===== config.mk =====
export PLATFORM = sky130hd
export DESIGN_NAME = button_arbiter
export DESIGN_NICKNAME = d
export VERILOG_FILES = /design/src/rtl/button_arbiter.sv
export SDC_FILE = /design/constraint.sdc
export NUM_CORES = 1
export LEC_CHECK = 0
export ABC_AREA = 1
export CORE_ASPECT_RATIO = 1.25
export CORE_MARGIN = 8
export CORE_UTILIZATION = 40
export CTS_BUF_LIST = sky130_fd_sc_hd__clkbuf_8
export DETAILED_ROUTE_END_ITERATION = 8
export HOLD_SLACK_MARGIN = 0.05
export PLACE_DENSITY_LB_ADDON = 0.05
export REMOVE_ABC_BUFFERS = 1
export SETUP_SLACK_MARGIN = 0.15
export SLEW_MARGIN = 25
export SYNTH_ARGS = -nofsm -noshare
export SYNTH_HDL_FRONTEND = slang
export SYNTH_SLANG_ARGS = --single-unit

===== constraint.sdc =====
create_clock -name clk -period 2.4 [get_ports clk]
set_input_delay 0.48 -clock clk [delete_from_list [all_inputs] [get_ports clk]]
set_output_delay 0.48 -clock clk [all_outputs]
set_load 0.01 [all_outputs]

===== src/rtl/button_arbiter.sv =====
// Debounced single-button arbiter: per-button sync+debounce, press/auto-repeat strobes,
// multi-button lockout. Define AUTO_REPEAT_EN to enable the auto-repeat counter.

module button_debounce #(
  parameter int DB_CYCLES = 4
) (
  input  logic clk,
  input  logic reset_n,
  input  logic btn,
  output logic level
);
  localparam int CW = (DB_CYCLES < 2) ? 1 : $clog2(DB_CYCLES);

  logic [1:0]    sync;
  logic [CW-1:0] cnt;

  // level flips only after sync[1] has disagreed for DB_CYCLES consecutive edges
  always_ff @(posedge clk or negedge reset_n) begin
    if (!reset_n) begin
      sync  <= '0;
      cnt   <= '0;
      level <= 1'b0;
    end else begin
      sync <= {sync[0], btn};
      if (sync[1] == level) begin
        cnt <= '0;
      end else if (cnt == CW'(DB_CYCLES - 1)) begin
        level <= sync[1];
        cnt   <= '0;
      end else begin
        cnt <= cnt + 1'b1;
      end
    end
  end
endmodule

module button_arbiter #(
  parameter int               N_BTN      = 5,
  parameter int               DB_CYCLES  = 4,
  parameter int               RPT_DELAY  = 32,
  parameter int               RPT_PERIOD = 8,
  parameter logic [N_BTN-1:0] GRP_A_MASK = 5'b00011,
  parameter logic [N_BTN-1:0] GRP_B_MASK = 5'b01100
) (
  input  logic             clk,
  input  logic             reset_n,
  input  logic [N_BTN-1:0] btn,
  output logic [N_BTN-1:0] held,
  output logic [N_BTN-1:0] pulse,
  output logic [1:0]       select,
  output logic             lockout
);
  localparam int CW = $clog2(N_BTN + 1);

  typedef enum logic [1:0] {S_IDLE, S_HELD, S_REPEAT, S_LOCK} state_t;

  if (N_BTN < 2 || N_BTN > 16 || DB_CYCLES < 1 || RPT_DELAY < 1 || RPT_PERIOD < 1) begin : g_bad_param
    $error("button_arbiter: parameter out of range");
  end

  logic [N_BTN-1:0] deb;
  logic [N_BTN-1:0] cap;
  logic [CW-1:0]    cnt;
  state_t           state;

  for (genvar i = 0; i < N_BTN; i++) begin : g_db
    button_debounce #(.DB_CYCLES(DB_CYCLES)) u_db (
      .clk    (clk),
      .reset_n(reset_n),
      .btn    (btn[i]),
      .level  (deb[i])
    );
  end

  always_comb begin
    cnt = '0;
    for (int i = 0; i < N_BTN; i++) cnt = cnt + CW'(deb[i]);
  end

`ifdef AUTO_REPEAT_EN
  localparam int RMAX = (RPT_DELAY > RPT_PERIOD) ? RPT_DELAY : RPT_PERIOD;
  localparam int RW   = (RMAX < 2) ? 1 : $clog2(RMAX);

  logic [RW-1:0] rpt_cnt;
  logic [RW-1:0] rpt_lim;

  assign rpt_lim = (state == S_HELD) ? RW'(RPT_DELAY - 1) : RW'(RPT_PERIOD - 1);
`endif

  always_ff @(posedge clk or negedge reset_n) begin
    if (!reset_n) begin
      state   <= S_IDLE;
      cap     <= '0;
      held    <= '0;
      pulse   <= '0;
      select  <= '0;
      lockout <= 1'b0;
`ifdef AUTO_REPEAT_EN
      rpt_cnt <= '0;
`endif
    end else begin
      pulse <= '0;
      case (state)
        S_IDLE: begin
          if (cnt == CW'(1)) begin
            // deb is one-hot here, so it doubles as the captured index
            state  <= S_HELD;
            cap    <= deb;
            held   <= deb;
            pulse  <= deb;
            select <= {|(deb & GRP_A_MASK), |(deb & GRP_B_MASK)};
`ifdef AUTO_REPEAT_EN
            rpt_cnt <= '0;
`endif
          end else if (cnt > CW'(1)) begin
            state   <= S_LOCK;
            lockout <= 1'b1;
          end
        end
        S_HELD, S_REPEAT: begin
          if (cnt == '0) begin
            state  <= S_IDLE;
            held   <= '0;
            select <= '0;
          end else if (|(deb & ~cap)) begin
            state   <= S_LOCK;
            held    <= '0;
            select  <= '0;
            lockout <= 1'b1;
          end
`ifdef AUTO_REPEAT_EN
          else if (rpt_cnt == rpt_lim) begin
            state   <= S_REPEAT;
            pulse   <= cap;
            rpt_cnt <= '0;
          end else begin
            rpt_cnt <= rpt_cnt + 1'b1;
          end
`endif
        end
        S_LOCK: begin
          if (cnt == '0) begin
            state   <= S_IDLE;
            lockout <= 1'b0;
          end
        end
        default: state <= S_IDLE;
      endcase
    end
  end
endmodule

==> results_dict.tcl <==
set metrics [dict create \
    status "completed" \
    r2r_cells 12 \
    worstSetupPathType "reg -> reg" \
    grt_remaining_overflow 0 \
    antenna_found_initial 0 \
    max_slew_margin_pct 59.4 \
    power.leakage_nw 1.18 \
    design.final.nets 233 \
    drcViolationCount 0 \
    ir_worst_vdd_mv 0.549 \
    cts-hold-fix-buffers 0 \
    critPathCaptureType "flop" \
    worst_clock_skew_ns 0.00602 \
    area_of_combinational_cells_with_multiple_inputs_um2 751 \
    start_util_pct 40.9 \
    track_usage_pct 9.72 \
    depth_of_the_cts_h_tree 2 \
    detailedPlacementHpwl_mm 2.52 \
    grt_pass1_wl_mm 5.62 \
    worst_path_arrival_time_ns 2.51 \
    post_synth_instance_area_um2 1920 \
    ioPinCount 20 \
    synth_sequential_area_ratio_pct 58.6 \
    clock_tree.root_cell "clkbuf_8" \
    die_h_um 93.5 \
    tritoncts_sink_count 45 \
    die_width_um 78.0 \
    fillers 440 \
    setup-violations-final 0 \
    clockPowerShare_pct 13.9 \
    hold_violations 0 \
    insertion_delay_ns 0.29 \
    synthesis.instances 174 \
    portBuffers 19 \
    power.sequential.fraction_pct 28.3 \
    power.density_nw_per_um2 1620 \
    internal_power_mw 2.30 \
    syn_area_per_cell_um2 11.0 \
    worst_slew_pin_slew_ns 0.609 \
    critical_path_peak_fanout 14 \
    design.core.area_um2 4690 \
    final_estimated_routing_congestion_in_global_placement 0.791 \
    clk_transition_reported_paths_ns 0.08 \
    routed-via-count 1245 \
    final_min_period_over_clock_period_pct 96.6 \
    synthDominantAreaCellType "dfrtp_1" \
    layout-area-overhead-vs-synth_pct 28.6 \
    yosysUniqueCellTypes 20 \
    swShare_pct 42.4 \
    design.die.area_um2 7290 \
    detail_route.vias_per_cell 4.53 \
    first_global_vias 1267 \
    hold_path.class "in -> async" \
    min_period_ns 2.32 \
    area_taken_by_flip_flops_and_latches_um2 1130 \
    drtPass1Iterations 4 \
    r2r_start "g_db[0].u_db.level$_DFFE_PN0P_" \
    first_iter_violations 56 \
    worst-endpoint-required_ns 2.59 \
    p_switching_mw 1.69 \
    fp-row-count 28 \
    final-max-slew-violation-count 0 \
    route.final.wire_length_mm 3.25 \
    pin_count_of_the_biggest_net_entering_global_routing 30 \
    drv.max_cap_violation_count 0 \
    r2r_setup_slack_ns 0.08 \
    cts_buffer_depth 2 \
    synth.ff_latch_count 45 \
    ant_nets 0 \
    total_power_mw 4.00 \
    routed_wire_length_per_instance_um 11.8 \
    tns_ns 0 \
    p_comb_share_pct 57.8 \
    layout-drive-gt1-share_pct 27.9 \
    fmax_mhz 431 \
    synth.area.top_cells "dfrtp_1 (59%), ha_1 (6.5%), nand2_1 (6.1%), inv_1 (4.5%), o21ai_2 (3.6%)" \
    reg2reg_to "select[0]$_DFFE_PN0P_" \
    cts_made_buffers 5 \
    tritoncts_clock_tree "done" \
    setup_repair_after_global_routing_missed_its_margin "true" \
    synthDominantCellAreaShare_pct 58.6 \
    yosysWarningCount 0 \
    timing.critical_path.from_type "flop" \
    number_of_inserted_diodes 0 \
]
-- power groups by stage --
| stage | Combinational (mW) | Sequential (mW) | Clock, mW |
|---|---|---|---|
| final | 2.31 | 1.13 | 0.557 |
| after global routing | 2.61 | 1.16 | 0.605 |
| after CTS | 2.20 | 1.13 | 0.579 |
| after detailed placement | 2.07 | 1.15 | 0 |
| after global placement | 2.01 | 1.14 | 0 |
| after floorplan | 1.43 | 1.17 | 0 |
-- Yosys cell counts --
| cell type | instances |
|---|---|
| nand2_1 | 31 |
| or2_2 | 1 |
| xnor2_1 | 5 |
| ha_1 | 10 |
| nor3_1 | 5 |
| nand2_4 | 1 |
| inv_2 | 3 |
| nor2_1 | 11 |
| nand2_2 | 5 |
| buf_8 | 1 |
| nand4_1 | 2 |
| o21ai_0 | 7 |
| dfrtp_1 | 45 |
| o21ai_2 | 8 |
| nand3_4 | 2 |
| nand3_1 | 5 |
| o21bai_1 | 4 |
| inv_1 | 23 |
| fa_1 | 2 |
| nor2_4 | 3 |
-- flip-flops by register name (all words and copies together), names as in the netlist --
name	flops
pulse	5
lockout	1
held	5
g_db.u_db.cnt	10
select	2
state	2
cap	5
g_db.u_db.level	5
g_db.u_db.sync	10
-- layout by cell type (no fill, tap or decap) --
cell	Yosys	final
inv_2	3	5
bufinv_16	0	1
nand3_4	2	2
or2_2	1	1
nand3_1	5	5
ha_2	0	1
clkdlybuf4s50_1	0	18
xnor2_1	5	5
buf_8	1	1
fa_2	0	1
inv_1	23	22
o21ai_2	8	8
o21bai_1	4	4
nor3_1	5	5
nor2_2	0	1
nand4_1	2	2
nand2_8	0	1
buf_4	0	13
buf_2	0	1
nand2_2	5	9
nor2_1	11	6
o21ai_1	0	1
ha_4	0	1
nand2_1	31	27
clkbuf_8	0	5
clkinv_4	0	1
o21ai_0	7	6
nor2_4	3	7
ha_1	10	8
fa_1	2	1
dfrtp_1	45	45
buf_6	0	1
-- worst max-delay path by stage --
stage	cells after the start	end	start	slack, ns
3_3_place_gp	12	select[0]$_DFFE_PN0P_	g_db[0].u_db.level$_DFFE_PN0P_	-0.01
2_1_floorplan	12	select[0]$_DFFE_PN0P_	g_db[0].u_db.level$_DFFE_PN0P_	-0.03
3_5_place_dp	12	select[0]$_DFFE_PN0P_	g_db[0].u_db.level$_DFFE_PN0P_	-0.07
5_1_grt	12	lockout$_DFFE_PN0P_	g_db[0].u_db.level$_DFFE_PN0P_	-0.07
4_1_cts	12	state[0]$_DFFE_PN0P_	g_db[0].u_db.level$_DFFE_PN0P_	0.08
6_report	12	select[0]$_DFFE_PN0P_	g_db[0].u_db.level$_DFFE_PN0P_	0.08
-- timing repair --
| item | in CTS | in global routing |
|---|---|---|
| gates resized for setup | 7 | 16 |
| gates cloned | 0 | 0 |
| buffers inserted | 1 | 2 |
| setup endpoints to repair | 20 | 15 |
| pin swaps | 3 | 1 |
-- final cells by class --
cell class	count	share of cell area [%]
multi-input cells	102	30.4
flip-flops and latches	45	45.6
repair buffers	34	12.5
inverters	26	3.95
clock inverters	3	1.72
well taps	60	3.04
clock buffers	5	2.79
-- per-stage QoR --
step	utilization [%]	cell area, µm²	hold slack [ns]	worst slack [ns]	std cells
4_1_cts	51.3	2410	0.204	0.0799	273
3_3_place_gp	48.1	2260	0.332	-0.0125	264
6_report	52.6	2470	0.186	0.0811	275
3_5_place_dp	48.1	2260	0.335	-0.0704	264
2_1_floorplan	-	1910	0.184	-0.0336	173
5_1_grt	52.6	2470	0.230	-0.0657	275
-- layer usage --
metal  global-route usage, %  share of wire [%]  up-vias
met4                    4.80                3.2        0
met2                    16.5                 48       23
li1                        -                  -      622
met5                       0                  0        -
met3                    3.36                5.0        9
met1                    10.6                 43      591
-- cell families after synthesis --
kind of cell / synth area share (%)
and+or+nand+nor: 17.6
DFF: 58.6
buffers and inverters: 5.86
AOI/OAI and AO/OA: 7.04
adders and majority gates: 8.60
xor gates and xnor gates: 2.28
-- critical path, stage by stage (launching register included) --
cell and delay (ns):
dfrtp_1 0.36, inv_2 0.05, fa_1 0.50, fa_2 0.39
ha_4 0.23, nor2_4 0.13, nand2_2 0.08, nand2_2 0.08
inv_2 0.05, nand3_4 0.09, nand2_8 0.11, nand2_1 0.10
o21ai_2 0.05
No activity file was read; power rests on OpenSTA's default activity.
